## src/rtl/xc_mp_arith_seq_if.sv

```systemverilog
// Handshake bundle between the limb-fetch/writeback engines and the
// multi-precision add/subtract sequencer.
interface xc_mp_arith_seq_if #(
  parameter int unsigned XLEN = 32,
  parameter int unsigned LW   = 5
);

  logic            cmd_valid;
  logic            cmd_ready;
  logic            cmd_op;
  logic [LW-1:0]   cmd_len;

  logic            opnd_valid;
  logic            opnd_ready;
  logic [XLEN-1:0] opnd_a;
  logic [XLEN-1:0] opnd_b;

  logic            res_valid;
  logic            res_ready;
  logic [XLEN-1:0] res_data;
  logic            res_last;

  logic            done_valid;
  logic            done_flag;
  logic            busy;

  // Requester side: issues commands and operands, consumes results
  modport master (
    output cmd_valid, cmd_op, cmd_len,
    output opnd_valid, opnd_a, opnd_b,
    output res_ready,
    input  cmd_ready, opnd_ready,
    input  res_valid, res_data, res_last,
    input  done_valid, done_flag, busy
  );

  // Sequencer side
  modport slave (
    input  cmd_valid, cmd_op, cmd_len,
    input  opnd_valid, opnd_a, opnd_b,
    input  res_ready,
    output cmd_ready, opnd_ready,
    output res_valid, res_data, res_last,
    output done_valid, done_flag, busy
  );

endinterface

```

## src/rtl/xc_mp_arith_seq.sv

```systemverilog
// Multi-precision add/subtract sequencer: takes one command, walks operand
// limb pairs LS-first through an msub/madd limb step, chains the carry or
// borrow, streams one result limb per pair and finally reports the carry.
module xc_mp_arith_seq #(
  parameter int unsigned XLEN      = 32,
  parameter int unsigned MAX_LIMBS = 16,
  parameter int unsigned LW        = $clog2(MAX_LIMBS) + 1
) (
  input  logic              g_clk,
  input  logic              g_resetn,
  xc_mp_arith_seq_if.slave  bus
);

  localparam int unsigned RW = XLEN + 1;

  typedef enum logic [1:0] {
    S_IDLE  = 2'd0,
    S_RUN   = 2'd1,
    S_DRAIN = 2'd2,
    S_DONE  = 2'd3
  } state_e;

  state_e          state_q, state_d;
  logic            op_q, op_d;
  logic [LW-1:0]   len_q, len_d;
  logic [LW-1:0]   cnt_q, cnt_d;
  logic            carry_q, carry_d;
  logic            res_valid_q, res_valid_d;
  logic [XLEN-1:0] res_data_q, res_data_d;
  logic            res_last_q, res_last_d;
  logic            done_valid_q, done_valid_d;
  logic            done_flag_q, done_flag_d;

  logic            cmd_ready_c;
  logic            opnd_ready_c;
  logic            opnd_hs_c;
  logic            res_hs_c;
  logic            is_last_c;
  logic [LW-1:0]   len_sat_c;
  logic [RW-1:0]   ext_a_c, ext_b_c, ext_cy_c, step_c;

  // Limb step: zero-extended so the top bit is carry-out (add) or borrow (sub)
  always_comb begin
    ext_a_c  = {1'b0, bus.opnd_a};
    ext_b_c  = {1'b0, bus.opnd_b};
    ext_cy_c = RW'(carry_q);
    if (op_q) begin
      step_c = ext_a_c + ext_b_c + ext_cy_c;
    end else begin
      step_c = ext_a_c - ext_b_c - ext_cy_c;
    end
  end

  // Next-state, datapath update and handshake decode
  always_comb begin
    state_d      = state_q;
    op_d         = op_q;
    len_d        = len_q;
    cnt_d        = cnt_q;
    carry_d      = carry_q;
    res_valid_d  = res_valid_q;
    res_data_d   = res_data_q;
    res_last_d   = res_last_q;
    done_valid_d = 1'b0;
    done_flag_d  = 1'b0;

    len_sat_c    = (bus.cmd_len > LW'(MAX_LIMBS)) ? LW'(MAX_LIMBS) : bus.cmd_len;
    cmd_ready_c  = (state_q == S_IDLE);
    // Single-entry result register: accept a new pair if it is empty or draining now
    opnd_ready_c = (state_q == S_RUN) && (!res_valid_q || bus.res_ready);
    opnd_hs_c    = bus.opnd_valid && opnd_ready_c;
    res_hs_c     = res_valid_q && bus.res_ready;
    is_last_c    = (cnt_q == (len_q - LW'(1)));

    if (res_hs_c) begin
      res_valid_d = 1'b0;
    end
    if (opnd_hs_c) begin
      res_valid_d = 1'b1;
      res_data_d  = step_c[XLEN-1:0];
      res_last_d  = is_last_c;
      carry_d     = step_c[XLEN];
      cnt_d       = cnt_q + LW'(1);
    end

    case (state_q)
      S_IDLE: begin
        if (bus.cmd_valid) begin
          op_d    = bus.cmd_op;
          len_d   = len_sat_c;
          cnt_d   = '0;
          carry_d = 1'b0;
          state_d = (len_sat_c == '0) ? S_DONE : S_RUN;
        end
      end
      S_RUN: begin
        if (opnd_hs_c && is_last_c) begin
          state_d = S_DRAIN;
        end
      end
      S_DRAIN: begin
        if (res_hs_c) begin
          state_d = S_DONE;
        end
      end
      S_DONE: begin
        done_valid_d = 1'b1;
        done_flag_d  = carry_q;
        state_d      = S_IDLE;
      end
    endcase
  end

  // State and datapath registers
  always_ff @(posedge g_clk or negedge g_resetn) begin
    if (!g_resetn) begin
      state_q      <= S_IDLE;
      op_q         <= 1'b0;
      len_q        <= '0;
      cnt_q        <= '0;
      carry_q      <= 1'b0;
      res_valid_q  <= 1'b0;
      res_data_q   <= '0;
      res_last_q   <= 1'b0;
      done_valid_q <= 1'b0;
      done_flag_q  <= 1'b0;
    end else begin
      state_q      <= state_d;
      op_q         <= op_d;
      len_q        <= len_d;
      cnt_q        <= cnt_d;
      carry_q      <= carry_d;
      res_valid_q  <= res_valid_d;
      res_data_q   <= res_data_d;
      res_last_q   <= res_last_d;
      done_valid_q <= done_valid_d;
      done_flag_q  <= done_flag_d;
    end
  end

  assign bus.cmd_ready  = cmd_ready_c;
  assign bus.opnd_ready = opnd_ready_c;
  assign bus.res_valid  = res_valid_q;
  assign bus.res_data   = res_data_q;
  assign bus.res_last   = res_last_q;
  assign bus.done_valid = done_valid_q;
  assign bus.done_flag  = done_flag_q;
  assign bus.busy       = (state_q != S_IDLE);

endmodule

```

## src/flat_wrapper.sv

```systemverilog
// flat-port wrapper written by rule: the top's interface ports become plain ports
module xc_mp_arith_seq_flat 
#(
  parameter int unsigned XLEN      = 32,
  parameter int unsigned MAX_LIMBS = 16,
  parameter int unsigned LW        = $clog2(MAX_LIMBS) + 1
)
  (g_clk, g_resetn, bus_cmd_valid, bus_cmd_op, bus_cmd_len, bus_opnd_valid, bus_opnd_a, bus_opnd_b, bus_res_ready, bus_cmd_ready, bus_opnd_ready, bus_res_valid, bus_res_data, bus_res_last, bus_done_valid, bus_done_flag, bus_busy);
  xc_mp_arith_seq_if #(.XLEN(XLEN), .LW(LW)) bus_i ();
  input  logic g_clk;
  input  logic g_resetn;
  input wire logic [$bits(bus_i.cmd_valid)-1:0] bus_cmd_valid;
  input wire logic [$bits(bus_i.cmd_op)-1:0] bus_cmd_op;
  input wire logic [$bits(bus_i.cmd_len)-1:0] bus_cmd_len;
  input wire logic [$bits(bus_i.opnd_valid)-1:0] bus_opnd_valid;
  input wire logic [$bits(bus_i.opnd_a)-1:0] bus_opnd_a;
  input wire logic [$bits(bus_i.opnd_b)-1:0] bus_opnd_b;
  input wire logic [$bits(bus_i.res_ready)-1:0] bus_res_ready;
  output wire logic [$bits(bus_i.cmd_ready)-1:0] bus_cmd_ready;
  output wire logic [$bits(bus_i.opnd_ready)-1:0] bus_opnd_ready;
  output wire logic [$bits(bus_i.res_valid)-1:0] bus_res_valid;
  output wire logic [$bits(bus_i.res_data)-1:0] bus_res_data;
  output wire logic [$bits(bus_i.res_last)-1:0] bus_res_last;
  output wire logic [$bits(bus_i.done_valid)-1:0] bus_done_valid;
  output wire logic [$bits(bus_i.done_flag)-1:0] bus_done_flag;
  output wire logic [$bits(bus_i.busy)-1:0] bus_busy;
  assign bus_i.cmd_valid = bus_cmd_valid;
  assign bus_i.cmd_op = bus_cmd_op;
  assign bus_i.cmd_len = bus_cmd_len;
  assign bus_i.opnd_valid = bus_opnd_valid;
  assign bus_i.opnd_a = bus_opnd_a;
  assign bus_i.opnd_b = bus_opnd_b;
  assign bus_i.res_ready = bus_res_ready;
  assign bus_cmd_ready = bus_i.cmd_ready;
  assign bus_opnd_ready = bus_i.opnd_ready;
  assign bus_res_valid = bus_i.res_valid;
  assign bus_res_data = bus_i.res_data;
  assign bus_res_last = bus_i.res_last;
  assign bus_done_valid = bus_i.done_valid;
  assign bus_done_flag = bus_i.done_flag;
  assign bus_busy = bus_i.busy;
  xc_mp_arith_seq #(.XLEN(XLEN), .MAX_LIMBS(MAX_LIMBS), .LW(LW)) u_core (.g_clk(g_clk), .g_resetn(g_resetn), .bus(bus_i));
endmodule
```

## config.mk

```make
export PLATFORM = sky130hd
export DESIGN_NAME = xc_mp_arith_seq_flat
export DESIGN_NICKNAME = d
export VERILOG_FILES = /design/src/rtl/xc_mp_arith_seq_if.sv /design/src/rtl/xc_mp_arith_seq.sv /design/src/flat_wrapper.sv
export SDC_FILE = /design/constraint.sdc
export NUM_CORES = 1
export LEC_CHECK = 0
export BUFFER_PORTS_ARGS = -buffer_cell sky130_fd_sc_hd__buf_2
export CAP_MARGIN = 20
export CORE_MARGIN = 5
export CORE_UTILIZATION = 30
export CTS_CLUSTER_SIZE = 14
export DETAILED_ROUTE_END_ITERATION = 7
export HOLD_SLACK_MARGIN = 0.02
export PLACE_DENSITY = 0.53
export SLEW_MARGIN = 10
export SYNTH_ARGS = -nofsm -noshare
export SYNTH_HDL_FRONTEND = slang
export SYNTH_SLANG_ARGS = --single-unit
```

## constraint.sdc

```tcl
create_clock -name g_clk -period 3 [get_ports g_clk]
set_clock_uncertainty 0.1 [all_clocks]
set_input_delay 0.6 -clock g_clk [delete_from_list [all_inputs] [get_ports g_clk]]
set_output_delay 0.6 -clock g_clk [all_outputs]
set_load 0.03 [all_outputs]
```

==> results.py <==
metrics = {
    "critical_path": {
        "r2r_start": "u_core.carry_q$_DFF_PN0_",
        "cpPeakStageDelay_ns": 0.42,
        "r2r-end": "u_core.bus.res_data[28]$_DFFE_PN0P_",
        "cp_max_fo": 2,
        "crit_slowest_cell": "dfrtp_1",
        "r2r.worst_path.cells": 15,
        "critPathLaunchType": "flip-flop",
        "worst-path-buf-inv": 4,
        "crit_type": "reg -> reg",
        "startpoint": "u_core.carry_q$_DFF_PN0_",
        "cp.arrival_ns": 3.15,
        "worstPathRequired_ns": 3.11,
        "rrSetupSlack_ns": -0.03,
        "end_kind": "flip-flop",
        "crit_path_cell_trace": "buf_6 > fa_2 > inv_2 > fa_2 > nor3b_2 > o21ai_2 > o2111ai_2 > buf_4 > a211oi_4 > nor3_2 > nor3b_4 > buf_4 > a31o_4 > a32oi_1 > o21ai_1",
        "critPathTopFamily": "compound AO/OA/AOI/OAI gates",
    },
    "synth": {
        "synth.ff_latch_count": 50,
        "synth_top_area_cell": "dfrtp_1",
        "synth_area_per_cell_sq_um": 7.57,
        "synthFlopType": "dfrtp_1",
        "ys_seq_area_frac": 0.195,
        "synth_top_cell_area_share": 0.195,
        "synth_area_leaders": "dfrtp_1 (19%), ha_1 (19%), inv_1 (6.4%)",
        "async_flop_share": 1.00,
        "ys_warn_count": 0,
        "syn-instance-count": 849,
        "syn_area_sq_um": 6430,
        "syn_nets": 1027,
        "synth_edf_count": 0,
        "synthDistinctLibCells": 69,
    },
    "clock_tree": {
        "root_buffer": "clkbuf_16",
        "postCtsHoldBufs": 0,
        "cts.clk_slew.worst_paths_ns": 0.07,
        "cts.sinks": 50,
        "cts_tree": "done",
        "cts-buffers-inserted": 5,
        "cts_max_level": 2,
        "clkLatencyLatePin_ns": 0.29,
        "cts_buffer_depth": 2,
    },
    "drt": {
        "vias": 6950,
        "wl_per_cell_um": 14.8,
        "ant_nets": 0,
        "drtIter0Drc": 286,
        "vias_per_cell": 4.82,
        "wl_um": 21400,
        "dr.pass1.iters": 5,
        "drc": 0,
    },
    "status": {
        "outcome": "complete, but fails checks",
        "violations": "setup timing",
    },
    "sta": {
        "setup_tns_ns": -0.0909,
        "tightestPinTransition_ns": 0.624,
        "worst_slack_ns": -0.0346,
        "min_period_ns": 3.03,
        "min_period_over_period": 1.01,
        "hold_viol": 0,
        "setup_violations": 5,
        "rsz0062_at_grt": "yes",
        "clock.fmax_ghz": 0.330,
        "holdWs_ns": 0.191,
        "relSlewSlack": 0.582,
        "final_max_slew_viol_count": 0,
    },
    "placement": {
        "port_buffers": 113,
        "pre_cts_ws_ns": -0.525,
        "gp_congestion": 0.863,
        "dp_hpwl_um": 17800,
        "placement.cell_area_sq_um": 9160,
    },
    "grt": {
        "grt_max_degree": 43,
        "overflow": 0,
        "grt_use_total": 0.169,
        "grt_pass1_wl_um": 34100,
        "grt_pass1_vias": 6903,
        "antenna_found_initial": 0,
    },
    "power": {
        "ir_worst_vdd_uv": 359,
        "p_leak_nw": 4.88,
        "total_power_mw": 5.71,
        "power_density_nw_per_um2": 575,
    },
    "die": {
        "core-area_sq_um": 21100,
        "placementRows": 53,
        "die_x_um": 156,
        "start_util": 0.305,
        "fp.dieH_um": 156,
        "io_pins": 114,
        "dieArea_sq_um": 24500,
    },
    "final_layout": {
        "final_cell_mix": "buf_4 (215), buf_2 (111), inv_1 (97), nand2_1 (78), nor2_1 (77)",
        "final_common_cell": "buf_4",
        "layout-drive-gt1-share": 0.390,
        "syn_to_final_growth_pct": 54.4,
        "fin_area_sq_um": 9930,
        "layout.nets": 1345,
        "n_antenna_cell": 0,
    },
    "hold_path": {
        "min_path_type": "in -> async",
    },
    "flow_run": {
        "maxCapViolations": 0,
    },
}
flip-flops by register name, summed over array words and instances, names as in the netlist, 2 cells and up:
name                 cells
u_core.bus.res_data     32
u_core.cnt_q             5
u_core.len_q             5
u_core.state_q           2
per-stage QoR:
stage,instances,utilization
final,1443,0.471
after detailed placement,1422,0.434
after floorplan,849,-
after CTS,1439,0.456
after global placement,1422,0.434
after global routing,1443,0.471
metal layers:
metal | GRT usage | vias to the layer above | part of all wire
met3 | 0.0177 | 12 | 0.037
met2 | 0.294 | 133 | 0.49
li1 | - | 3586 | -
met1 | 0.233 | 3219 | 0.47
met5 | 0 | - | 0
met4 | 0.0190 | 0 | 0.0056
what timing repair did:
item / CTS / global route
setup buffers: 10 / 7
endpoints found under the setup margin: 12 / 18
pin swaps: 26 / 42
gates resized for setup: 39 / 56
area by class of cell:
type,count,area (sq um)
fillers,2102,11200
multi-input cells,665,5480
repair buffers,330,2210
flip-flops and latches,50,1250
inverters,115,444
well taps,275,344
clock buffers,6,139
clock inverters,2,60.1
where the power goes:
part           total (mW)  switching (mW)  internal, mW
logic                3.75            2.17          1.58
registers            1.20           0.231         0.964
clock network       0.765           0.264         0.501
total                5.71            2.66          3.05
cells in the mapped netlist (9+ instances only):
master    number
a221oi_1       9
nand2b_1      12
o21ai_0       58
nand2_1       83
dfrtp_1       50
nor2_1        78
inv_1        110
ha_1          99
nor3_1        10
xnor2_1       42
a21o_1        18
xor2_1        20
clkbuf_1      16
nand3_1       14
a21oi_1       76
o21bai_1       9
logic make-up (layout without fill, tap and decap cells):
family / after synthesis / after routing / synth area share
XOR/XNOR: 62 / 62 / 0.0845
flip-flops: 50 / 50 / 0.195
multiplexers: 8 / 8 / 0.0126
AO/OA/AOI/OAI: 252 / 252 / 0.256
adder cells (fa/ha/maj): 103 / 103 / 0.205
buffers and inverters: 134 / 453 / 0.0782
AND/OR/NAND/NOR: 240 / 240 / 0.169
worst max path at each step:
stage	cells after the start	slack, ns	end
2_1_floorplan	13	-0.06	u_core.bus.res_data[27]$_DFFE_PN0P_
3_3_place_gp	12	-0.50	u_core.bus.res_data[27]$_DFFE_PN0P_
3_5_place_dp	12	-0.52	u_core.bus.res_data[27]$_DFFE_PN0P_
4_1_cts	14	-0.1	u_core.carry_q$_DFF_PN0_
5_1_grt	12	-0.17	u_core.bus.res_data[29]$_DFFE_PN0P_
6_report	15	-0.03	u_core.bus.res_data[28]$_DFFE_PN0P_
No activity file was read; power rests on OpenSTA's default activity.
